--- src/rtl/regfile_write_scheduler.sv ---
// regfile_write_scheduler
//
// Shares the single write port of the register set among NUM_REQ writeback
// requesters using round-robin arbitration. It also keeps a per-register
// busy scoreboard so that issue logic can detect read-after-write hazards.
// The write strobe, address and data go to the register set directly from
// flops.
//
// Ports
//   clk_i            clock, every state update is on the rising edge
//   reset_i          asynchronous active-high reset
//   req_valid_i      per-requester write pending
//   req_addr_i       requester i destination at [i*ADDR_W +: ADDR_W]
//   req_data_i       requester i data at [i*DATA_W +: DATA_W]
//   req_ready_o      one-hot grant (or zero); transfer = valid & ready
//   hold_i           blocks new grants while high
//   reserve_valid_i  issue stage marks reserve_addr_i busy
//   reserve_addr_i   register being reserved
//   write_enable_o   registered write strobe to the register set
//   write_address_o  registered write address
//   write_data_o     registered write data
//   busy_mask_o      registered scoreboard, bit r = write to r outstanding
//   reserve_error_o  one-cycle pulse: a reserve hit an already-busy register
module regfile_write_scheduler #(
    parameter int NUM_REQ  = 3,
    parameter int ADDR_W   = 4,
    parameter int DATA_W   = 32,
    parameter int NUM_REGS = 2 ** ADDR_W
) (
    input  logic                      clk_i,
    input  logic                      reset_i,
    input  logic [NUM_REQ-1:0]        req_valid_i,
    input  logic [NUM_REQ*ADDR_W-1:0] req_addr_i,
    input  logic [NUM_REQ*DATA_W-1:0] req_data_i,
    output logic [NUM_REQ-1:0]        req_ready_o,
    input  logic                      hold_i,
    input  logic                      reserve_valid_i,
    input  logic [ADDR_W-1:0]         reserve_addr_i,
    output logic                      write_enable_o,
    output logic [ADDR_W-1:0]         write_address_o,
    output logic [DATA_W-1:0]         write_data_o,
    output logic [NUM_REGS-1:0]       busy_mask_o,
    output logic                      reserve_error_o
);

    localparam int PTR_W = (NUM_REQ > 2) ? $clog2(NUM_REQ) : 1;

    // Registered state
    logic [PTR_W-1:0]    rr_ptr_q,    rr_ptr_d;
    logic                we_q,        we_d;
    logic [ADDR_W-1:0]   waddr_q,     waddr_d;
    logic [DATA_W-1:0]   wdata_q,     wdata_d;
    logic [NUM_REGS-1:0] busy_q,      busy_d;
    logic                rsv_err_q,   rsv_err_d;

    // Per-requester views of the packed request buses
    logic [ADDR_W-1:0] req_addr_arr [NUM_REQ];
    logic [DATA_W-1:0] req_data_arr [NUM_REQ];

    // Candidate requester index for each search position, starting at rr_ptr_q
    logic [PTR_W:0]    cand_sum  [NUM_REQ];
    logic [PTR_W:0]    cand_wrap [NUM_REQ];
    logic [PTR_W-1:0]  cand_idx  [NUM_REQ];

    logic              grant_valid;
    logic [PTR_W-1:0]  grant_idx;
    logic              transfer;

    genvar gi;
    generate
        for (gi = 0; gi < NUM_REQ; gi++) begin : g_req
            assign req_addr_arr[gi] = req_addr_i[gi*ADDR_W +: ADDR_W];
            assign req_data_arr[gi] = req_data_i[gi*DATA_W +: DATA_W];

            // rr_ptr_q + gi never exceeds 2*NUM_REQ-2, so one conditional
            // subtraction is enough to wrap it back into range.
            assign cand_sum[gi]  = {1'b0, rr_ptr_q} + (PTR_W+1)'(gi);
            assign cand_wrap[gi] = (cand_sum[gi] >= (PTR_W+1)'(NUM_REQ))
                                   ? cand_sum[gi] - (PTR_W+1)'(NUM_REQ)
                                   : cand_sum[gi];
            assign cand_idx[gi]  = cand_wrap[gi][PTR_W-1:0];

            assign req_ready_o[gi] = transfer && (grant_idx == PTR_W'(gi));
        end
    endgenerate

    // First valid requester in rotating priority order
    always_comb begin
        grant_valid = 1'b0;
        grant_idx   = '0;
        for (int k = 0; k < NUM_REQ; k++) begin
            if (!grant_valid && req_valid_i[cand_idx[k]]) begin
                grant_valid = 1'b1;
                grant_idx   = cand_idx[k];
            end
        end
    end

    // Ready is suppressed while reset is asserted so nothing upstream sees
    // a handshake that the flops are not going to capture.
    assign transfer = grant_valid && !hold_i && !reset_i;

    // Arbiter pointer and write-port capture
    always_comb begin
        rr_ptr_d = rr_ptr_q;
        we_d     = 1'b0;
        waddr_d  = waddr_q;
        wdata_d  = wdata_q;
        if (transfer) begin
            we_d     = 1'b1;
            waddr_d  = req_addr_arr[grant_idx];
            wdata_d  = req_data_arr[grant_idx];
            rr_ptr_d = (grant_idx == PTR_W'(NUM_REQ - 1)) ? '0 : grant_idx + 1'b1;
        end
    end

    // Scoreboard: the clear from the committing write is applied first so
    // that a reserve of the same register in the same cycle wins (the new
    // producer owns the bit). The error looks at the pre-edge state, so a
    // reserve colliding with the final write of the previous producer still
    // flags.
    always_comb begin
        busy_d = busy_q;
        if (we_q) begin
            busy_d[waddr_q] = 1'b0;
        end
        if (reserve_valid_i) begin
            busy_d[reserve_addr_i] = 1'b1;
        end
        rsv_err_d = reserve_valid_i && busy_q[reserve_addr_i];
    end

    always_ff @(posedge clk_i or posedge reset_i) begin
        if (reset_i) begin
            rr_ptr_q  <= '0;
            we_q      <= 1'b0;
            waddr_q   <= '0;
            wdata_q   <= '0;
            busy_q    <= '0;
            rsv_err_q <= 1'b0;
        end else begin
            rr_ptr_q  <= rr_ptr_d;
            we_q      <= we_d;
            waddr_q   <= waddr_d;
            wdata_q   <= wdata_d;
            busy_q    <= busy_d;
            rsv_err_q <= rsv_err_d;
        end
    end

    assign write_enable_o  = we_q;
    assign write_address_o = waddr_q;
    assign write_data_o    = wdata_q;
    assign busy_mask_o     = busy_q;
    assign reserve_error_o = rsv_err_q;

endmodule

--- config.mk ---
export PLATFORM = sky130hd
export DESIGN_NAME = regfile_write_scheduler
export DESIGN_NICKNAME = d
export VERILOG_FILES = /design/src/rtl/regfile_write_scheduler.sv
export SDC_FILE = /design/constraint.sdc
export NUM_CORES = 1
export LEC_CHECK = 0
export BUFFER_PORTS_ARGS = -buffer_cell sky130_fd_sc_hd__buf_2
export CAP_MARGIN = 10
export CORE_MARGIN = 2
export CORE_UTILIZATION = 50
export CTS_BUF_LIST = sky130_fd_sc_hd__clkbuf_8
export DETAILED_ROUTE_END_ITERATION = 10
export HOLD_SLACK_MARGIN = 0.12
export PLACE_DENSITY_LB_ADDON = 0.3
export RECOVER_POWER = 50
export REMOVE_ABC_BUFFERS = 1
export SYNTH_ARGS = -nofsm -noshare
export SYNTH_HDL_FRONTEND = slang
export SYNTH_SLANG_ARGS = --single-unit
--- constraint.sdc ---
create_clock -name clk_i -period 3.12 [get_ports clk_i]
set_clock_uncertainty 0.2 [all_clocks]
set_input_delay 0.624 -clock clk_i [delete_from_list [all_inputs] [get_ports clk_i]]
set_output_delay 0.624 -clock clk_i [all_outputs]
set_load 0.02 [all_outputs]
# == Yosys cells after proc, flatten, opt, wreduce, memory -nomap -nowiden ==
# Index checks and enable logic that the tools add are counted.
# totals
ff_bits,56
output_inout_bits,57
# classes
n_reduce_logical,15
n_eq_ne,2
mux,31
n_lt_le_gt_ge,11
n_bitwise,4
addsub,6
# op_table
operator,count
binary-select mux 32 bit (select 2 bit),1
2-to-1 mux 32 bit,2
2-to-1 mux 16 bit,2
bitwise AND 16 bit,1
NOT 16 bit,1
bitwise OR 16 bit,1
2-to-1 mux 2 bit,7
logical AND 1 bit,10
"< comparator 4 x 5 -> 1 bit, second input constant",2
2-to-1 mux 1 bit,10
"< comparator 2 x 3 -> 1 bit, second input constant",3
binary-select mux 4 bit (select 2 bit),1
demux 1 bit (select 4 bit),2
">= comparator 4 x 1 -> 1 bit, second input constant",2
2-to-1 mux 4 bit,2
binary-select mux 1 bit (select 2 bit),3
">= comparator 3 x 2 -> 1 bit, second input constant",2
"subtractor 2 bit, second input constant",3
binary-select mux 1 bit (select 4 bit),1
logical NOT 1 bit,4
"adder 2 x 1 -> 3 bit, second input constant",1
"adder 2 x 2 -> 3 bit, second input constant",1
">= comparator 3 bit, second input constant",1
NOT 2 -> 3 bit,1
5 further kinds,5

# == Longest topological paths before layout ==
# depth
word_depth,15
ltp_mapped,11

# == Worst setup path before layout ==
# OpenSTA, ideal clock, no wires.
# synth_timing
kind,reg-to-output
start,register rr_ptr_q[0]
end,output port req_ready_o[2]
required_ps,2296
path_stages_with_launch,10
slack_ps,-91
arrival_time_ps,2387
path_cell_list,dfrtp_1 > inv_1 > ha_1 > buf_2 > mux2i_1 > o22a_1 > a311o_1 > buf_2 > buf_4 > nor3_1
# synth_via
elab_chain_cells,14
# synth_lines
element,line_no,text
from (decl),49,"logic [PTR_W-1:0] rr_ptr_q, rr_ptr_d;"
from (signal assigned),142,rr_ptr_q <= rr_ptr_d;
branches (longest 13 deep; another with adder 2 x 1 -> 3 bit),--,
logical AND 1 bit (*),83,assign req_ready_o[gi] = transfer && (grant_idx == PTR_W'(gi));
to (decl),35,"output logic [NUM_REQ-1:0] req_ready_o,"
# Mark *: on every way between the ends. The select of a mux whose other input is x is not followed.

# == Worst setup path in the final report ==
# layout_timing
start,register rr_ptr_q[0]
end,output port req_ready_o[1]
# layout_via
elab_chain_cells,14
# layout_lines
element,line_no,text
branches (longest 10 deep; another with adder 2 x 1 -> 3 bit),--,
2-to-1 mux 1 bit (*),92,if (!grant_valid && req_valid_i[cand_idx[k]]) begin
logical AND 1 bit (*) (2 in series),101,assign transfer = grant_valid && !hold_i && !reset_i;
via transfer,67,logic transfer;
logical AND 1 bit (*),83,
# Mark *: on every way through the listed nets, which the timed path passes. The select of a mux whose other input is x is not followed.

==> metrics.txt <==
Layout Cells excl Fill 773; most area-hungry cell type in the Yosys netlist dfrtp_1; routed vias 4448; synthesized-area fraction occupied by and/or/nand/nor cells 0.144; share of the yosys chip area belonging to registers 0.327; compound-gate portion of the synthesized area 0.311; combinational family with the most area after synthesis compound AO/OA/AOI/OAI gates; setup repair after global routing missed its margin yes; proportion of synthesized area in mux cells 0.116; peak fanout along the critical path 4; type of element capturing the critical path output pin; largest net degree at the start of global routing 73; maximum resistive drop on vdd 0.473 mV; initial antenna violation count 0; area of the multi-input gates 0.00258 mm2; average detailed-routed wire length per instance 17.3 um; detailed router's first-iteration violation count 200; Final GP Congestion 0.900; category of the most critical setup path flip-flop to output pin; boundary pin count 176; share of final-layout standard cells stronger than drive strength 1 0.391; Slew HR 0.293; final worst-path setup slack -0.0338 ns; minimum period implied by the final worst setup slack 3.15 ns; number of synthesis warnings 0; Core Box Area 0.00826 mm2; Tot GR Track Use 0.286; pre-CTS setup slack 0.162 ns; fraction of registers with async set/reset 1.00; Critical Path AT 2.33 ns; Yosys top cell area share 0.327; grt total ovfl 0; Pre-antenna DRT Iters 5; Clk Tree Root Cell clkbuf_8; Post-Syn Instances 491; class of the worst hold path flip-flop to flip-flop; cell count after placement 750; wire length of the first global-routing pass 20.8 mm; Total Negative Setup Slacks -0.0338 ns; synthesized area per cell 8.72 um2; number of hold-slack violations in the final timing report 0; # setup viols final 1; Post-Route Hold Slack 0.281 ns; total power 5.48 mW; count of max-cap constraint violations 0; EDFF count, synth 0; Synth top cells by count 85 x nand2_1, 56 x dfrtp_1, 45 x inv_1; maximum count of clock buffers along a single path 2; starting density of the core 0.518; count of unresolved DRC violations after routing 0; number of standard-cell rows in the floorplan 33; cells taking the most area after synthesis dfrtp_1 33%, mux2i_1 8.7%, nand2_1 7.5%; number of buffers created by CTS 5; CTS clk-pin slew, worst paths 0.11 ns; Leakage Power 2.86 nW; via count of the first global-routing pass 4332; CTS sink cnt 56; critical path launch point type flip-flop; Seq. cell area 0.00140 mm2; final non-filler cell area 0.00549 mm2; post-synth design cell area 0.00428 mm2; status finished with violations; post-synthesis adder-cell area fraction 0.0117; post-layout net count 790; flip-flop and latch count after synthesis 56; count of input and output buffers 175; post-DP HPWL 9.60 mm; Crit path required time 2.30 ns; detail-routed via count per cell 5.75; failing checks setup timing; Synth Flop Type dfrtp_1; xor/xnor share of the synthesized area 0; final core utilization 0.665; transition time of the tightest slew-check pin 1.06 ns; CTS H-tree lvls 2; post-placement cell area 0.00525 mm2; total length of routed wires 13.4 mm; width of the die 96.5 um; Cell variety after synth 44; post-synthesis to final-layout area growth 28.3%; final antenna-violating net count 0; achievable frequency 0.317 GHz; most common cell in the netlist nand2_1; clock tree from TritonCTS done; post-route fraction of the period consumed by the critical path 1.01; layout filler cell count 715; Die Height 96.5 um; final slew viol count 0; area enclosed by the die boundary 0.00932 mm2; PD cells 999 mW/mm2; clock latency of the later-clocked register in the worst-skew pair 0.32 ns; number of antenna diodes 0
==> power breakdown <==
group	internal, mW	switching [mW]	total, mW
logic	1.55	2.21	3.76
registers	1.06	0.233	1.29
clock network	0.178	0.255	0.433
total	2.78	2.70	5.48
==> final timing paths <==
check | start | endpoint | slack (ns) | depth (start not counted)
setup reg to reg | rr_ptr_q[1] | write_data_o[27] | 0.41 | 9
hold / removal | write_data_o[0] | write_data_o[0] | 0.28 | 2
hold reg to reg | write_data_o[0] | write_data_o[0] | 0.28 | 2
max in group asynchronous | reset_i | write_data_o[7] | 1.01 | 3
min in group asynchronous | reset_i | write_address_o[3] | 0.38 | 2
setup / recovery | rr_ptr_q[0] | req_ready_o[1] | -0.03 | 10
==> registers in the layout, summed over array words and instances (netlist names) <==
signal / flops
rr_ptr_q: 2
write_enable_o: 1
write_data_o: 32
reserve_error_o: 1
busy_mask_o: 16
write_address_o: 4
==> final cells by class <==
class,instances,area share
clock buffer,6,0.0150
timing repair buffer,206,0.202
clock inverter,2,0.00205
multi-input combinational,352,0.470
sequential,56,0.255
inverter,46,0.0314
tap,105,0.0239
==> layer usage <==
| layer | vias to the layer above | global-route usage | share of wire |
|---|---|---|---|
| li1 | 2103 | - | - |
| met5 | - | 0 | 0 |
| met1 | 2152 | 0.341 | 0.40 |
| met4 | 0 | 0.110 | 0.023 |
| met2 | 170 | 0.499 | 0.51 |
| met3 | 23 | 0.0675 | 0.074 |
==> cells in the final DEF (no fill, tap or decap), types with 2 or more instances in the layout <==
cell type / count
a21o_1: 37
a21oi_4: 2
a221oi_1: 26
a221oi_2: 10
buf_2: 162
buf_4: 29
clkbuf_1: 12
clkbuf_8: 6
dfrtp_1: 55
ha_4: 3
inv_1: 44
inv_2: 3
mux2i_1: 37
mux4_2: 5
nand2_1: 84
nand2b_1: 6
nand3_1: 4
nor2_1: 38
nor2_4: 2
nor2b_1: 2
o21ai_0: 32
o21ai_1: 3
o21ai_2: 2
o22ai_1: 2
o31ai_1: 13
o31ai_2: 22
o41ai_1: 2
or2_2: 2
==> critical path, cell delays in order (launching register included) <==
cell	delay (ns)
dfrtp_1	0.43
buf_6	0.15
ha_4	0.16
and2b_1	0.21
and2_4	0.17
nor2_4	0.05
a311o_2	0.39
inv_2	0.10
nand2_2	0.06
a21oi_2	0.13
buf_4	0.16
==> cell families (layout without fill, tap and decap cells) <==
kind of cell | count (synthesis) | in the layout
AOI/OAI and AO/OA | 158 | 158
and+or+nand+nor | 147 | 147
DFF | 56 | 56
buffers and inverters | 83 | 260
adders and majority gates | 4 | 4
muxes | 43 | 43
==> repair_timing <==
action                     in CTS  in global routing
gates resized for setup         7                  9
setup endpoints to repair       3                  3
pin swaps                       2                  4
hold buffers                    0                  0
cloned                          0                  0
setup buffers                   6                  9
Power figures use the tool's default switching activity.
